`src/rtl/map_rom_arbiter.sv`:
```
// Shares one synchronous-read map ROM port among NUM_REQ requesters. Each cycle at most one
// request is granted, and its ROM word is steered back ROM_LAT+1 cycles later by a one-hot tag.
module map_rom_arbiter #(
    parameter int unsigned NUM_REQ = 4,
    parameter int unsigned ADDR_W  = 16,
    parameter int unsigned DATA_W  = 12,
    parameter int unsigned ROM_LAT = 1,
    parameter bit          PRIO0   = 1'b0
) (
    input  logic                      clk,
    input  logic                      rst_n,
    input  logic [NUM_REQ-1:0]        req,
    input  logic [NUM_REQ*ADDR_W-1:0] addr,
    input  logic                      stall,
    output logic [NUM_REQ-1:0]        gnt,
    output logic [ADDR_W-1:0]         rom_addr,
    input  logic [DATA_W-1:0]         rom_data,
    output logic [NUM_REQ-1:0]        rsp_valid,
    output logic [DATA_W-1:0]         rsp_data,
    output logic                      busy
);

    localparam int unsigned PtrW = $clog2(NUM_REQ);

    logic [PtrW-1:0]                rr_ptr_q, rr_ptr_d;
    logic [PtrW-1:0]                win_idx;
    logic [PtrW-1:0]                cand;
    logic                           found;
    logic [ADDR_W-1:0]              sel_addr;
    logic [ROM_LAT:0][NUM_REQ-1:0]  tag_q;

    // Arbitration: optional strict priority for requester 0, otherwise round-robin from rr_ptr.
    always_comb begin
        gnt     = '0;
        win_idx = '0;
        cand    = '0;
        found   = 1'b0;
        if (rst_n && !stall && (|req)) begin
            if (PRIO0 && req[0]) begin
                gnt[0] = 1'b1;
            end else begin
                for (int unsigned k = 0; k < NUM_REQ; k++) begin
                    cand = PtrW'((32'(rr_ptr_q) + k) % NUM_REQ);
                    if (!found && req[cand]) begin
                        found     = 1'b1;
                        gnt[cand] = 1'b1;
                        win_idx   = cand;
                    end
                end
            end
        end
    end

    always_comb begin
        sel_addr = '0;
        for (int unsigned i = 0; i < NUM_REQ; i++) begin
            if (win_idx == PtrW'(i)) begin
                sel_addr = addr[i*ADDR_W +: ADDR_W];
            end
        end
    end

    // A priority grant to requester 0 leaves the rotation where it was.
    always_comb begin
        rr_ptr_d = rr_ptr_q;
        if ((|gnt) && !(PRIO0 && (win_idx == '0))) begin
            rr_ptr_d = (win_idx == PtrW'(NUM_REQ - 1)) ? '0 : win_idx + 1'b1;
        end
    end

    always_ff @(posedge clk or negedge rst_n) begin
        if (!rst_n) begin
            rr_ptr_q <= '0;
            rom_addr <= '0;
        end else begin
            rr_ptr_q <= rr_ptr_d;
            if (|gnt) begin
                rom_addr <= sel_addr;
            end
        end
    end

    // Tag pipeline: gnt is all-zero on idle cycles, which doubles as the invalid tag.
    always_ff @(posedge clk or negedge rst_n) begin
        if (!rst_n) begin
            tag_q <= '0;
        end else begin
            tag_q[0] <= gnt;
            for (int unsigned s = 1; s <= ROM_LAT; s++) begin
                tag_q[s] <= tag_q[s-1];
            end
        end
    end

    always_comb begin
        busy = 1'b0;
        for (int unsigned s = 0; s < ROM_LAT; s++) begin
            busy = busy | (|tag_q[s]);
        end
    end

    assign rsp_valid = tag_q[ROM_LAT];
    assign rsp_data  = rom_data;

endmodule

```
`config.mk`:
```
export PLATFORM = sky130hd
export DESIGN_NAME = map_rom_arbiter
export DESIGN_NICKNAME = d
export VERILOG_FILES = /design/src/rtl/map_rom_arbiter.sv
export SDC_FILE = /design/constraint.sdc
export NUM_CORES = 1
export LEC_CHECK = 0
export ABC_AREA = 1
export BUFFER_PORTS_ARGS = -buffer_cell sky130_fd_sc_hd__buf_2
export CORE_MARGIN = 1
export CORE_UTILIZATION = 48
export DETAILED_ROUTE_END_ITERATION = 12
export PLACE_DENSITY = 0.87
export SLEW_MARGIN = 20
export SYNTH_ARGS = -nofsm -noshare
export SYNTH_HDL_FRONTEND = slang
export SYNTH_SLANG_ARGS = --single-unit
```
`constraint.sdc`:
```
create_clock -name clk -period 9.9 [get_ports clk]
set_input_delay 0.99 -clock clk [delete_from_list [all_inputs] [get_ports clk]]
set_output_delay 0.99 -clock clk [all_outputs]
set_load 0.02 [all_outputs]
```
==> results of run 1 <==
[sequential cells by signal, summed over array words and instances, names as in the netlist]
register   count
tag_q          4
rom_addr      16
rr_ptr_q       2
rsp_valid      4
[placed cells by master, fill, tap and decap left out, types with 2 or more instances in the layout]
master,n
nand2_1,115
buf_2,95
o21ai_0,34
nand3_1,29
dfrtp_1,26
inv_1,16
a21oi_1,16
ha_1,12
nand4_1,5
inv_2,3
nor2_1,3
a21boi_0,3
a21oi_2,3
clkbuf_8,3
nand3_2,2
nand2_2,2
nand2_4,2
nor2_4,2
[final timing paths]
path	endpoint	slack, ns	cells after the start
max in group asynchronous	rr_ptr_q[0]$_DFFE_PN0P_	8.80	1
max reg2reg	rom_addr[1]$_DFFE_PN0P_	5.88	18
max	rom_addr[1]$_DFFE_PN0P_	5.88	18
min reg2reg	rsp_valid[3]$_DFF_PN0_	0.37	0
min	rsp_valid[3]$_DFF_PN0_	0.37	0
min in group asynchronous	tag_q[0]$_DFF_PN0_	0.71	1
[area by class of cell]
type,instances,area [um^2]
Clock buffer,3,41.3
Fill cell,381,1600
Inverter,19,71.3
Multi-Input combinational cell,234,1180
Sequential cell,26,651
Tap cell,50,62.6
Timing Repair Buffer,95,475
[stage by stage]
step                worst slack, ns  cells  power [mW]
global placement               5.87    424       0.717
global route                   5.40    427       0.883
detailed placement             5.71    424       0.730
floorplan                      6.68    308       0.608
finish                         5.88    427       0.799
CTS                            5.98    427       0.790
[power by group]
group / switching [mW] / leakage (nW) / internal [mW]
sequential: 0.0330 / 0.338 / 0.149
combinational: 0.376 / 1.11 / 0.182
clock: 0.0312 / 0.0216 / 0.0273
total: 0.440 / 1.47 / 0.359
[cells by family (layout without fill, tap and decap cells)]
| kind of cell | after synthesis | after routing | synth area share [%] |
|---|---|---|---|
| and+or+nand+nor | 164 | 164 | 34.7 |
| DFF | 26 | 26 | 31.2 |
| buffers and inverters | 48 | 117 | 11.9 |
| adders and majority gates | 12 | 12 | 7.21 |
| AOI/OAI and AO/OA | 58 | 58 | 15.0 |
[layer usage]
layer  track usage (%)  wire length [um]
met1              33.6              2430
met4              7.03                88
met2              40.7              2670
met5                 0                 0
met3              2.33               382
==> run_results.csv, run 1 <==
group,metric,value,unit
run_status,outcome,"completed",
placement,dpl-instance-area,0.00244,mm^2
clock_tree,cts.sinks,26,
die,fp-row-count,23,
routing,vias_per_cell,5.32,
routing,wl_per_cell,13.1,um
worst_hold_path,min_from,"tag_q[3]$_DFF_PN0_",
clock_tree,cts_buffers,3,
logic_synthesis,ys_ff_latch,26,
timing,relSlewSlack,40.9,%
critical_path,crit_type,"reg -> reg",
timing,min_period,4.02,ns
critical_path,cp-end-kind,"flip-flop",
timing,tns,0,ns
routing,totalWireLength,5.57,mm
critical_path,cp_num_buf_inv,5,
timing,whs,0.375,ns
logic_synthesis,synth_top_area_share,31.3,%
clock_tree,htreeDepth,1,
routing,drtAntennaViolNets,0,
routing,drc,0,
timing,skew,0.00637,ns
logic_synthesis,netlist_instances,308,
cells_and_area,final_util,60.8,%
clock_tree,clock-root-buffer,"clkbuf_8",
critical_path,crit_chain,"inv_2, ha_1, inv_1, nand3_1, nand2_1, nor2_2, inv_1, o21ai_0, nor2_1, nor2_1, nand2_1, inv_1, ha_1, inv_1, o21ai_0, o21ai_0, nand2_1, nand2_1",
die,die-width,67.9,um
die,core,0.00409,mm^2
critical_path,path_max_fanout,17,
critical_path,critical_path.top_delay_family,"adder cells",
critical_path,worstPathArrival,4.18,ns
timing,setup_viol,0,
power_and_ir_drop,p_per_area,321,mW/mm^2
clock_tree,cts_resized,0,
logic_synthesis,syn-cell-area,0.00208,mm^2
logic_synthesis,yosysSeqAreaShare,31.3,%
die,io_pins,120,
global_route,grt.total_usage,24.5,%
timing,rsz0062_at_grt,"false",
logic_synthesis,syn_avg_cell_area,6.76,um^2
clock_tree,cts.hold.buffers_added,0,
clock_tree,cts_setup_buffers,0,
cells_and_area,diodes,0,
timing,report.final.slew_viol_count,0,
clock_tree,cts_tree,"built",
die,fp.dieH,67.9,um
power_and_ir_drop,p_leak,1.47,nW
global_route,grt_pass1_wl,8.62,mm
logic_synthesis,synth.distinct_cells,24,
placement,gp_congestion,0.849,
placement,dpl.hpwl,4.26,mm
routing,vias,2271,
placement,port_buffers,95,
clock_tree,insertion_delay,0.27,ns
logic_synthesis,syn_nets,403,
clock_tree,clockBufferDepth,2,
logic_synthesis,synth_area_leaders,"dfrtp_1 (31%), nand2_1 (21%), o21ai_0 (8.2%)",
cells_and_area,finalNetCount,474,
routing,firstDrtPassIters,4,
global_route,grt_max_degree,33,
job,drv_cap,0,
cells_and_area,area.growth.synth_to_final,19.4,%
timing,worst_slew_pin_slew,0.886,ns
power_and_ir_drop,ir_worst_vdd,0.000127,V
die,dieArea,0.00460,mm^2
critical_path,timing.critical_path.slowest_stage_cell,"dfrtp_1",
logic_synthesis,yosysWarnings,0,
worst_hold_path,hold_class,"reg -> reg",
logic_synthesis,synth.most_common_cell,"nand2_1",
logic_synthesis,synth_common_cells,"nand2_1 (115), o21ai_0 (34), nand3_1 (29), dfrtp_1 (26), buf_4 (18)",
cells_and_area,drive_above_1_share,30.0,%
die,start_util,50.9,%
timing,final_hold_viol_count,0,
logic_synthesis,synth_top_cell_by_area,"dfrtp_1",
timing,final.period_utilization,40.6,%
global_route,overflow,0,
critical_path,r2r_start,"rr_ptr_q[0]$_DFFE_PN0P_",
critical_path,startpoint_type,"flip-flop",
critical_path,cpPeakStageDelay,0.60,ns
routing,first_iter_violations,190,
logic_synthesis,synthArstFlopShare,100,%
global_route,antenna_found_initial,0,
logic_synthesis,synth_edf_count,0,
critical_path,crit_start,"rr_ptr_q[0]$_DFFE_PN0P_",
global_route,grt_pass1_vias,1949,
critical_path,critPathRequiredTime,10.07,ns
cells_and_area,design_area,0.00248,mm^2
logic_synthesis,synth-main-ff-cell,"dfrtp_1",
clock_tree,path_clk_slew,0.09,ns
timing,fmax,0.249,GHz
No activity file was read; power rests on OpenSTA's default activity.
==> run 2: changes to the inputs <==
--- a/config.mk
+++ b/config.mk
@@ -8,9 +8,9 @@
 export ABC_AREA = 1
 export BUFFER_PORTS_ARGS = -buffer_cell sky130_fd_sc_hd__buf_2
 export CORE_MARGIN = 1
-export CORE_UTILIZATION = 48
+export CORE_UTILIZATION = 44
 export DETAILED_ROUTE_END_ITERATION = 12
-export PLACE_DENSITY = 0.87
+export PLACE_DENSITY = 0.8
 export SLEW_MARGIN = 20
 export SYNTH_ARGS = -nofsm -noshare
 export SYNTH_HDL_FRONTEND = slang
==> constraint.sdc (replaced) <==
create_clock -name clk -period 3.9 [get_ports clk]
set_input_delay 0.39 -clock clk [delete_from_list [all_inputs] [get_ports clk]]
set_output_delay 0.39 -clock clk [all_outputs]
set_load 0.02 [all_outputs]
==> run_results.csv, run 2 (synthesis results as in run 1) <==
group,metric,value,unit
run_status,outcome,"finished with violations",
run_status,violations,"design-rule violations",
die,start_util,46.8,%
timing,setup_ws,0.507,ns
clock_tree,htreeDepth,1,
global_route,grt_max_degree,27,
critical_path,timing.critical_path.slowest_stage_cell,"dfrtp_1",
timing,final.period_utilization,87.0,%
power_and_ir_drop,finalPower,2.02,mW
critical_path,reg2reg_depth,19,
cells_and_area,diodes,0,
global_route,grt.total_usage,21.6,%
timing,skew,0.0101,ns
clock_tree,cts_tree,"built",
timing,min_period,3.39,ns
global_route,use_met3,3.28,%
cells_and_area,area.growth.synth_to_final,21.2,%
cells_and_area,multi_input_area,0.00118,mm^2
timing,report.final.slew_viol_count,0,
job,drv_cap,0,
global_route,grt_util_met2,34.7,%
global_route,grt.met1_usage,30.4,%
die,io_pins,120,
cells_and_area,drive_above_1_share,31.2,%
clock_tree,cts.sinks,26,
clock_tree,clockBufferDepth,2,
timing,rsz0062_at_grt,"false",
critical_path,cp-end-kind,"flip-flop",
critical_path,cp_num_buf_inv,6,
clock_tree,path_clk_slew,0.09,ns
critical_path,r2r_start,"rr_ptr_q[1]$_DFFE_PN0P_",
global_route,top_usage_layer,"met2",
critical_path,crit_type,"reg -> reg",
timing,setup_viol,0,
cells_and_area,final_common_cell,"nand2_1",
global_route,grt_pass1_vias,1936,
routing,wl_per_cell,12.2,um
routing,drc,10,
timing,tns,0,ns
timing,final_hold_viol_count,0,
cells_and_area,top_register,"rom_addr",
cells_and_area,fillers,446,
placement,dpl-instance-area,0.00248,mm^2
routing,totalWireLength,5.30,mm
clock_tree,insertion_delay,0.27,ns
placement,pre_cts_slack,0.484,ns
power_and_ir_drop,p_leak,1.49,nW
routing,firstDrtPassIters,8,
critical_path,worstPathArrival,3.56,ns
die,core,0.00444,mm^2
clock_tree,cts_setup_buffers,0,
die,die-width,70.8,um
placement,dpl.hpwl,4.23,mm
critical_path,rr_endpoint,"rom_addr[11]$_DFFE_PN0P_",
cells_and_area,seq_area,652,um^2
critical_path,crit_start,"rr_ptr_q[1]$_DFFE_PN0P_",
cells_and_area,final_util,56.8,%
timing,worst_slew_pin_slew,0.744,ns
clock_tree,cts_buffers,3,
routing,vias,2202,
placement,gp_congestion,0.922,
timing,relSlewSlack,50.0,%
placement,port_buffers,95,
global_route,overflow,0,
cells_and_area,design_area,0.00252,mm^2
critical_path,path_max_fanout,17,
critical_path,startpoint_type,"flip-flop",
power_and_ir_drop,ir_worst_vdd,0.000316,V
power_and_ir_drop,p_per_area,800,mW/mm^2
die,dieArea,0.00501,mm^2
critical_path,critical_path.top_delay_family,"buffers and inverters",
die,fp-row-count,24,
clock_tree,clock-root-buffer,"clkbuf_8",
cells_and_area,layout_common_cells,"nand2_1 (115), buf_2 (95), o21ai_0 (34)",
critical_path,worst_path_most_repeated_cell,"inv_1",
timing,fmax,0.295,GHz
worst_hold_path,hold_class,"in -> async",
global_route,antenna_found_initial,0,
die,fp.dieH,70.8,um
cells_and_area,finalNetCount,478,
critical_path,cpPeakStageDelay,0.51,ns
cells_and_area,largest_reg_flops,16,
routing,first_iter_violations,135,
critical_path,r2r_slack,0.51,ns
routing,drtAntennaViolNets,0,
routing,vias_per_cell,5.09,
critical_path,critPathRequiredTime,4.07,ns
global_route,grt_pass1_wl,8.72,mm
critical_path,crit_chain,"inv_1, ha_1, inv_1, nand3_1, nand2_1, nor2_2, inv_1, o21ai_0, nor2_1, nor2_1, nand2_1, inv_1, ha_1, buf_4, inv_1, o21ai_0, o21ai_0, nand2_1, nand2_1",
[run 2: stage by stage]
stage,cells,hold slack (ns)
2_1_floorplan,308,0.0944
3_3_place_gp,430,0.353
3_5_place_dp,430,0.367
4_1_cts,433,0.136
5_1_grt,433,0.150
6_report,433,0.121
[run 2: worst max path at each step]
stage	end	slack, ns	cells past startpoint
3_3_place_gp	rom_addr[0]$_DFFE_PN0P_	0.56	19
6_report	rom_addr[11]$_DFFE_PN0P_	0.51	19
4_1_cts	rom_addr[14]$_DFFE_PN0P_	0.45	19
5_1_grt	rom_addr[3]$_DFFE_PN0P_	0.04	19
2_1_floorplan	rom_addr[10]$_DFFE_PN0P_	0.79	21
3_5_place_dp	rom_addr[14]$_DFFE_PN0P_	0.48	19
[run 2: final cells by class]
cell class              count  area share (%)
well taps                  52            2.58
multi-input cells         234            46.9
clock buffers               3            1.64
repair buffers             99            20.0
inverters                  19            2.98
flip-flops and latches     26            25.8
[run 2: where the power goes]
| part | leakage [nW] | total (mW) | internal [mW] | switching, mW |
|---|---|---|---|---|
| Clock | 0.0216 | 0.147 | 0.0690 | 0.0783 |
| Combinational | 1.13 | 1.41 | 0.472 | 0.940 |
| Sequential | 0.337 | 0.458 | 0.379 | 0.0789 |
[run 2: routing by layer]
| layer | vias up | routed length (um) |
|---|---|---|
| met1 | 969 | 2430 |
| met5 | - | 0 |
| met3 | 8 | 354 |
| met2 | 89 | 2440 |
| li1 | 1136 | - |
| met4 | 0 | 69 |
[run 2: timing repair]
item                                    4_1_cts  5_1_grt
endpoints found under the hold margin         0        0
hold buffers                                  0        0
gates resized for setup                       0        2
endpoints found under the setup margin        0        2
